==> config.mk <==
export PLATFORM = sky130hd
export DESIGN_NAME = traffic_cmd_parser
export DESIGN_NICKNAME = d
export VERILOG_FILES = /design/src/rtl/traffic_cmd_parser.sv
export SDC_FILE = /design/constraint.sdc
export NUM_CORES = 1
export LEC_CHECK = 0
export CAP_MARGIN = 20
export CORE_AREA = 2 2 70 72
export CTS_CLUSTER_DIAMETER = 150
export DETAILED_ROUTE_END_ITERATION = 8
export DIE_AREA = 0 0 72 74
export GPL_TIMING_DRIVEN = 0
export PLACE_DENSITY = 0.78
export SYNTH_ARGS = -nofsm -noshare
export SYNTH_HDL_FRONTEND = slang
export SYNTH_SLANG_ARGS = --single-unit
==> constraint.sdc <==
create_clock -name clk_i -period 3 [get_ports clk_i]
set_input_delay 0.6 -clock clk_i [delete_from_list [all_inputs] [get_ports clk_i]]
set_output_delay 0.6 -clock clk_i [all_outputs]
set_load 0.1 [all_outputs]
==> src/rtl/traffic_cmd_parser.sv <==
// traffic_cmd_parser: framed byte-stream command parser feeding the traffic-light
// controller. Validates sync/type (and optionally a trailing XOR checksum), issues
// one cmd_valid_o strobe per good frame, then holds off input for GAP_CYC cycles.
// Stalled or malformed frames are dropped with a one-cycle err_o pulse.
//
// Optional feature: define TRAFFIC_CMD_PARSER_CHECKSUM_EN to require a trailing
// checksum byte (XOR of all preceding frame bytes) on every frame.
//
// Ports:
//   clk_i, srst_i              clock, synchronous active-high reset
//   byte_i, byte_valid_i       input byte stream
//   byte_ready_o               parser can accept a byte (combinational)
//   cmd_type_o, cmd_data_o     last issued command (registered, held)
//   cmd_valid_o                one-cycle command strobe
//   err_o, err_code_o          one-cycle error strobe and code
//                              (0 sync, 1 type, 2 timeout, 3 checksum)
module traffic_cmd_parser #(
  parameter int unsigned GAP_CYC     = 4,
  parameter int unsigned TIMEOUT_CYC = 1000
) (
  input  logic        clk_i,
  input  logic        srst_i,
  input  logic [7:0]  byte_i,
  input  logic        byte_valid_i,
  output logic        byte_ready_o,
  output logic [2:0]  cmd_type_o,
  output logic [15:0] cmd_data_o,
  output logic        cmd_valid_o,
  output logic        err_o,
  output logic [1:0]  err_code_o
);

  localparam int unsigned TW       = $clog2(TIMEOUT_CYC + 1);
  localparam int unsigned GW       = (GAP_CYC > 1) ? $clog2(GAP_CYC) : 1;
  localparam int unsigned GAP_LAST = (GAP_CYC > 0) ? GAP_CYC - 1 : 0;
  localparam logic [TW-1:0] TO_MAX = TW'(TIMEOUT_CYC);
  localparam logic [GW-1:0] GAP_END = GW'(GAP_LAST);

  localparam logic [1:0] ERR_SYNC    = 2'd0;
  localparam logic [1:0] ERR_TYPE    = 2'd1;
  localparam logic [1:0] ERR_TIMEOUT = 2'd2;
`ifdef TRAFFIC_CMD_PARSER_CHECKSUM_EN
  localparam logic [1:0] ERR_CSUM    = 2'd3;
`endif

  typedef enum logic [2:0] {
    S_IDLE,
    S_DATA_HI,
    S_DATA_LO,
    S_ISSUE,
    S_GAP
`ifdef TRAFFIC_CMD_PARSER_CHECKSUM_EN
    , S_CSUM
`endif
  } state_t;

  state_t        state;
  logic [2:0]    type_q;
  logic [7:0]    data_hi_q;
  logic [TW-1:0] to_cnt;
  logic [TW-1:0] to_cnt_inc;
  logic [GW-1:0] gap_cnt;
  logic          xfer;
  logic          hdr_bad_sync;
  logic          hdr_bad_type;
`ifdef TRAFFIC_CMD_PARSER_CHECKSUM_EN
  logic [7:0]    data_lo_q;
  logic [7:0]    csum_q;
`endif

  // Ready only in byte-collecting states, and never while reset is asserted.
  always_comb begin
    byte_ready_o = 1'b0;
    case (state)
      S_IDLE, S_DATA_HI, S_DATA_LO: byte_ready_o = 1'b1;
`ifdef TRAFFIC_CMD_PARSER_CHECKSUM_EN
      S_CSUM:                       byte_ready_o = 1'b1;
`endif
      default:                      byte_ready_o = 1'b0;
    endcase
    if (srst_i) byte_ready_o = 1'b0;
  end

  assign xfer         = byte_valid_i && byte_ready_o;
  assign hdr_bad_sync = (byte_i[7:4] != 4'hA) || byte_i[3];
  assign hdr_bad_type = (byte_i[2:0] > 3'd5);
  // Saturating increment so the counter can never wrap.
  assign to_cnt_inc   = (to_cnt == TO_MAX) ? to_cnt : to_cnt + TW'(1);

  // Frame FSM with registered strobes and command outputs.
  always_ff @(posedge clk_i) begin
    if (srst_i) begin
      state       <= S_IDLE;
      type_q      <= 3'd0;
      data_hi_q   <= 8'd0;
      to_cnt      <= '0;
      gap_cnt     <= '0;
      cmd_type_o  <= 3'd0;
      cmd_data_o  <= 16'd0;
      cmd_valid_o <= 1'b0;
      err_o       <= 1'b0;
      err_code_o  <= 2'd0;
`ifdef TRAFFIC_CMD_PARSER_CHECKSUM_EN
      data_lo_q   <= 8'd0;
      csum_q      <= 8'd0;
`endif
    end else begin
      cmd_valid_o <= 1'b0;
      err_o       <= 1'b0;
      case (state)
        S_IDLE: begin
          if (xfer) begin
            if (hdr_bad_sync) begin
              err_o      <= 1'b1;
              err_code_o <= ERR_SYNC;
            end else if (hdr_bad_type) begin
              err_o      <= 1'b1;
              err_code_o <= ERR_TYPE;
            end else begin
              type_q <= byte_i[2:0];
              to_cnt <= '0;
`ifdef TRAFFIC_CMD_PARSER_CHECKSUM_EN
              csum_q    <= byte_i;
              data_hi_q <= 8'd0;
              data_lo_q <= 8'd0;
              state     <= (byte_i[2:0] >= 3'd3) ? S_DATA_HI : S_CSUM;
`else
              if (byte_i[2:0] >= 3'd3) begin
                state <= S_DATA_HI;
              end else begin
                state       <= S_ISSUE;
                cmd_valid_o <= 1'b1;
                cmd_type_o  <= byte_i[2:0];
                cmd_data_o  <= 16'd0;
              end
`endif
            end
          end
        end

        S_DATA_HI: begin
          if (xfer) begin
            data_hi_q <= byte_i;
            to_cnt    <= '0;
            state     <= S_DATA_LO;
`ifdef TRAFFIC_CMD_PARSER_CHECKSUM_EN
            csum_q    <= csum_q ^ byte_i;
`endif
          end else begin
            to_cnt <= to_cnt_inc;
            if (to_cnt_inc == TO_MAX) begin
              state      <= S_IDLE;
              to_cnt     <= '0;
              err_o      <= 1'b1;
              err_code_o <= ERR_TIMEOUT;
            end
          end
        end

        S_DATA_LO: begin
          if (xfer) begin
            to_cnt <= '0;
`ifdef TRAFFIC_CMD_PARSER_CHECKSUM_EN
            data_lo_q <= byte_i;
            csum_q    <= csum_q ^ byte_i;
            state     <= S_CSUM;
`else
            state       <= S_ISSUE;
            cmd_valid_o <= 1'b1;
            cmd_type_o  <= type_q;
            cmd_data_o  <= {data_hi_q, byte_i};
`endif
          end else begin
            to_cnt <= to_cnt_inc;
            if (to_cnt_inc == TO_MAX) begin
              state      <= S_IDLE;
              to_cnt     <= '0;
              err_o      <= 1'b1;
              err_code_o <= ERR_TIMEOUT;
            end
          end
        end

`ifdef TRAFFIC_CMD_PARSER_CHECKSUM_EN
        S_CSUM: begin
          if (xfer) begin
            to_cnt <= '0;
            if (byte_i == csum_q) begin
              state       <= S_ISSUE;
              cmd_valid_o <= 1'b1;
              cmd_type_o  <= type_q;
              cmd_data_o  <= {data_hi_q, data_lo_q};
            end else begin
              state      <= S_IDLE;
              err_o      <= 1'b1;
              err_code_o <= ERR_CSUM;
            end
          end else begin
            to_cnt <= to_cnt_inc;
            if (to_cnt_inc == TO_MAX) begin
              state      <= S_IDLE;
              to_cnt     <= '0;
              err_o      <= 1'b1;
              err_code_o <= ERR_TIMEOUT;
            end
          end
        end
`endif

        S_ISSUE: begin
          gap_cnt <= '0;
          state   <= (GAP_CYC > 0) ? S_GAP : S_IDLE;
        end

        S_GAP: begin
          if (gap_cnt == GAP_END) begin
            state <= S_IDLE;
          end else begin
            gap_cnt <= gap_cnt + GW'(1);
          end
        end

        default: state <= S_IDLE;
      endcase
    end
  end

endmodule

==> flow_summary_export.csv <==
group,metric,value,unit
floorplanning,die_w,72,um
timing,worst_pin_slew,0.992,ns
drt,routed_wl,5.61,mm
final_layout,design_area,2930,um2
setup_path,r2r_end,"err_o",
setup_path,cp-start-kind,"primary input",
placed_design,port_buffers,34,
global_route,grt_max_degree,17,
logic_synthesis,yosysUniqueCellTypes,55,
setup_path,path_common_cell,"buf_2",
logic_synthesis,async_flop_share,0,%
setup_path,worstReg2RegStart,"to_cnt[0]",
global_route,track_usage,21.8,%
clock_tree,clk_pin_slew,0.09,ns
worst_hold_path,holdPathEnd,"err_code_o[1]",
drt,drc,0,
worst_hold_path,whs_path_depth,2,
floorplanning,coreArea,4600,um2
setup_path,path_cells,"clkdlybuf4s50_1 > buf_2 > clkbuf_2 > a211oi_2 > buf_2",
drt,drtIter0Drc,211,
floorplanning,die_y,74,um
timing,slew_headroom,33.7,%
logic_synthesis,synthesis.nets,298,
timing,hold_viol_final,0,
power,power_density,421,nW/um2
clock_tree,cts_inserted_buffers,5,
logic_synthesis,synth.avg_cell_area,8.49,um2
power,p_leak,1.11,nW
clock_tree,hold_buffers,0,
logic_synthesis,ys_warn_count,0,
timing,skew,0.00903,ns
floorplanning,ios,35,
drt,ant_nets,0,
floorplanning,dieArea,5330,um2
logic_synthesis,ys_seq_elements,49,
global_route,overflow,0,
setup_path,crit_path_max_fanout,10,
power,total_power,0.00123,W
timing,period_minus_slack,2.82,ns
setup_path,slowest_stage,"clkdlybuf4s50_1",
timing,worst_slack,0.182,ns
timing,setup_viol_count_final,0,
clock_tree,cts_htree_levels,2,
final_layout,syn_to_final_growth,21.7,%
clock_tree,worstSkewPairLatency,0.31,ns
final_layout,layoutNonFillerInstCount,380,
placed_design,gp_congestion,0.852,
drt,vias,2170,
setup_path,arrival,2.22,ns
clock_tree,cts_tree,"built",
drt,avgViaCountPerCell,5.71,
clock_tree,post_cts_buffers,0,
final_layout,layout-drive-gt1-share,9.82,%
timing,fmax,355,MHz
worst_hold_path,min_from,"err_code_o[1]",
final_layout,fin_nets,339,
timing,rsz0062_at_grt,"false",
logic_synthesis,synth_edf_count,0,
placed_design,dpl_cell_area,2820,um2
logic_synthesis,synth_area,2410,um2
clock_tree,cts_buffer_depth,2,
setup_path,endpoint_kind,"output pin",
worst_hold_path,min_path_type,"reg2reg",
timing,holdWs,0.464,ns
setup_path,slowest_delay,0.48,ns
final_layout,fillers,424,
global_route,grt_pass1_wl,9.19,mm
drt,dr.pass1.iters,4,
placed_design,hpwl,3.86,mm
logic_synthesis,yosysSeqAreaShare,40.7,%
global_route,antenna_found_initial,0,
logic_synthesis,synth_cells,284,
setup_path,reg2reg_slack,0.70,ns
logic_synthesis,synth_ff_type,"dfxtp_1",
global_route,first_global_vias,1969,
setup_path,required,2.40,ns
timing,maxSlewViolCount,0,
clock_tree,clock-sinks,49,
setup_path,path_buf_inv,4,
flow_run,drv_cap,0,
power,irDropWorstVdd,0.000259,V
timing,min_period_over_period,93.9,%
floorplanning,rows,25,
setup_path,path_delay_family,"buffers and inverters",
setup_path,reg2reg_depth,9,
run_status,status,"complete, no violations",
drt,wl_per_cell,14.8,um
clock_tree,root_buffer,"clkbuf_8",
setup_path,critical_path_class,"in2out",
placed_design,dp_cells,372,
final_layout,antennaDiodeCount,0,
clock_tree,post_cts_resized,5,
placed_design,place_ws,-0.803,ns
floorplanning,start_util,52.4,%
-- cell type report --
cell class / count / area, um2 / share of cell area [%]
flip-flops and latches: 49 / 981 / 33.4
multi-input cells: 208 / 1310 / 44.6
inverters: 8 / 30.0 / 1.02
clock inverters: 3 / 43.8 / 1.49
clock buffers: 5 / 68.8 / 2.35
repair buffers: 34 / 335 / 11.4
plain buffers: 19 / 98.8 / 3.37
well taps: 54 / 67.6 / 2.30
-- per-stage QoR --
stage	util, %	setup TNS [ns]
3_3_place_gp	61.4	-0.802
3_5_place_dp	61.4	-0.803
4_1_cts	63.9	0
2_1_floorplan	-	0
5_1_grt	63.8	0
6_report	63.8	0
-- state kept, by name, summed over array words and instances (netlist names) --
register	count
err_o	1
cmd_data_o	16
cmd_type_o	3
state	3
type_q	3
err_code_o	2
cmd_valid_o	1
to_cnt	10
data_hi_q	8
gap_cnt	2
-- worst register-to-register path, stage by stage (launching register included) --
cell and delay (ns):
dfxtp_1 0.39, inv_1 0.12, ha_1 0.20, nand4_4 0.12
or4_4 0.53, o211ai_2 0.08, and4_4 0.27, nand2_2 0.10
a21o_1 0.24, a2111oi_4 0.18
-- routing by layer --
| layer | vias to the layer above | global-route usage (%) | wire length (um) |
|---|---|---|---|
| met5 | - | 0 | 0 |
| met4 | 0 | 7.55 | 95 |
| met3 | 8 | 5.28 | 355 |
| met2 | 67 | 33.7 | 2420 |
| met1 | 1003 | 29.9 | 2740 |
| li1 | 1092 | - | - |
-- placed cells by master, fill, tap and decap left out, drive strengths merged, types with 8 or more instances in the layout --
cell           netlist  routed
nand2               22      22
buf                  9      10
mux2i               14      14
a22oi               21      21
inv                  8       9
clkdlybuf4s50        0      33
clkbuf              10      15
a21oi               13      13
nor2                54      54
a211oi               8       8
o21ai                8       8
nand3               10      10
dfxtp               49      49
-- worst max path at each step --
stage / start / endpoint / cells past startpoint
floorplan: srst_i / byte_ready_o / 3
global placement: srst_i / byte_ready_o / 5
detailed placement: srst_i / byte_ready_o / 5
CTS: srst_i / byte_ready_o / 5
global route: srst_i / byte_ready_o / 5
finish: srst_i / byte_ready_o / 5
-- synth_stat cells, types with 2 or more instances --
| master | instances | area (um2) |
|---|---|---|
| buf_6 | 2 | 22.5 |
| o21ai_0 | 6 | 30.0 |
| a211oi_1 | 8 | 60.1 |
| mux2i_1 | 14 | 140 |
| and2_1 | 2 | 12.5 |
| dfxtp_1 | 49 | 981 |
| nand3b_1 | 2 | 15.0 |
| a22oi_1 | 21 | 158 |
| inv_1 | 7 | 26.3 |
| or3_1 | 2 | 12.5 |
| nor3_1 | 3 | 15.0 |
| o21a_1 | 3 | 22.5 |
| xnor2_1 | 2 | 17.5 |
| o211ai_1 | 3 | 22.5 |
| buf_2 | 5 | 25.0 |
| nand2_1 | 21 | 78.8 |
| nand3_1 | 10 | 50.1 |
| a21oi_1 | 12 | 60.1 |
| o21ai_1 | 2 | 10.0 |
| clkbuf_1 | 10 | 37.5 |
| or4_1 | 2 | 15.0 |
| ha_1 | 3 | 37.5 |
| nor2_1 | 54 | 203 |
| a31oi_1 | 3 | 18.8 |
| nor4_1 | 2 | 12.5 |
| nand2b_1 | 4 | 25.0 |
| and3_1 | 4 | 25.0 |
-- cell families after synthesis --
family	count (synthesis)	share of synthesized area (%)
fa+ha+maj	3	1.56
buf+inv	27	5.24
xor+xnor	3	1.09
compound gates	70	21.3
flops	49	40.7
mux	14	5.81
simple gates	118	24.3
-- power by group --
part	internal (W)	total, W	switching, W
combinational	0.0000308	0.0000964	0.0000656
sequential	0.000655	0.000658	0.00000307
clock	0.000250	0.000480	0.000230
No activity file was read; power rests on OpenSTA's default activity.
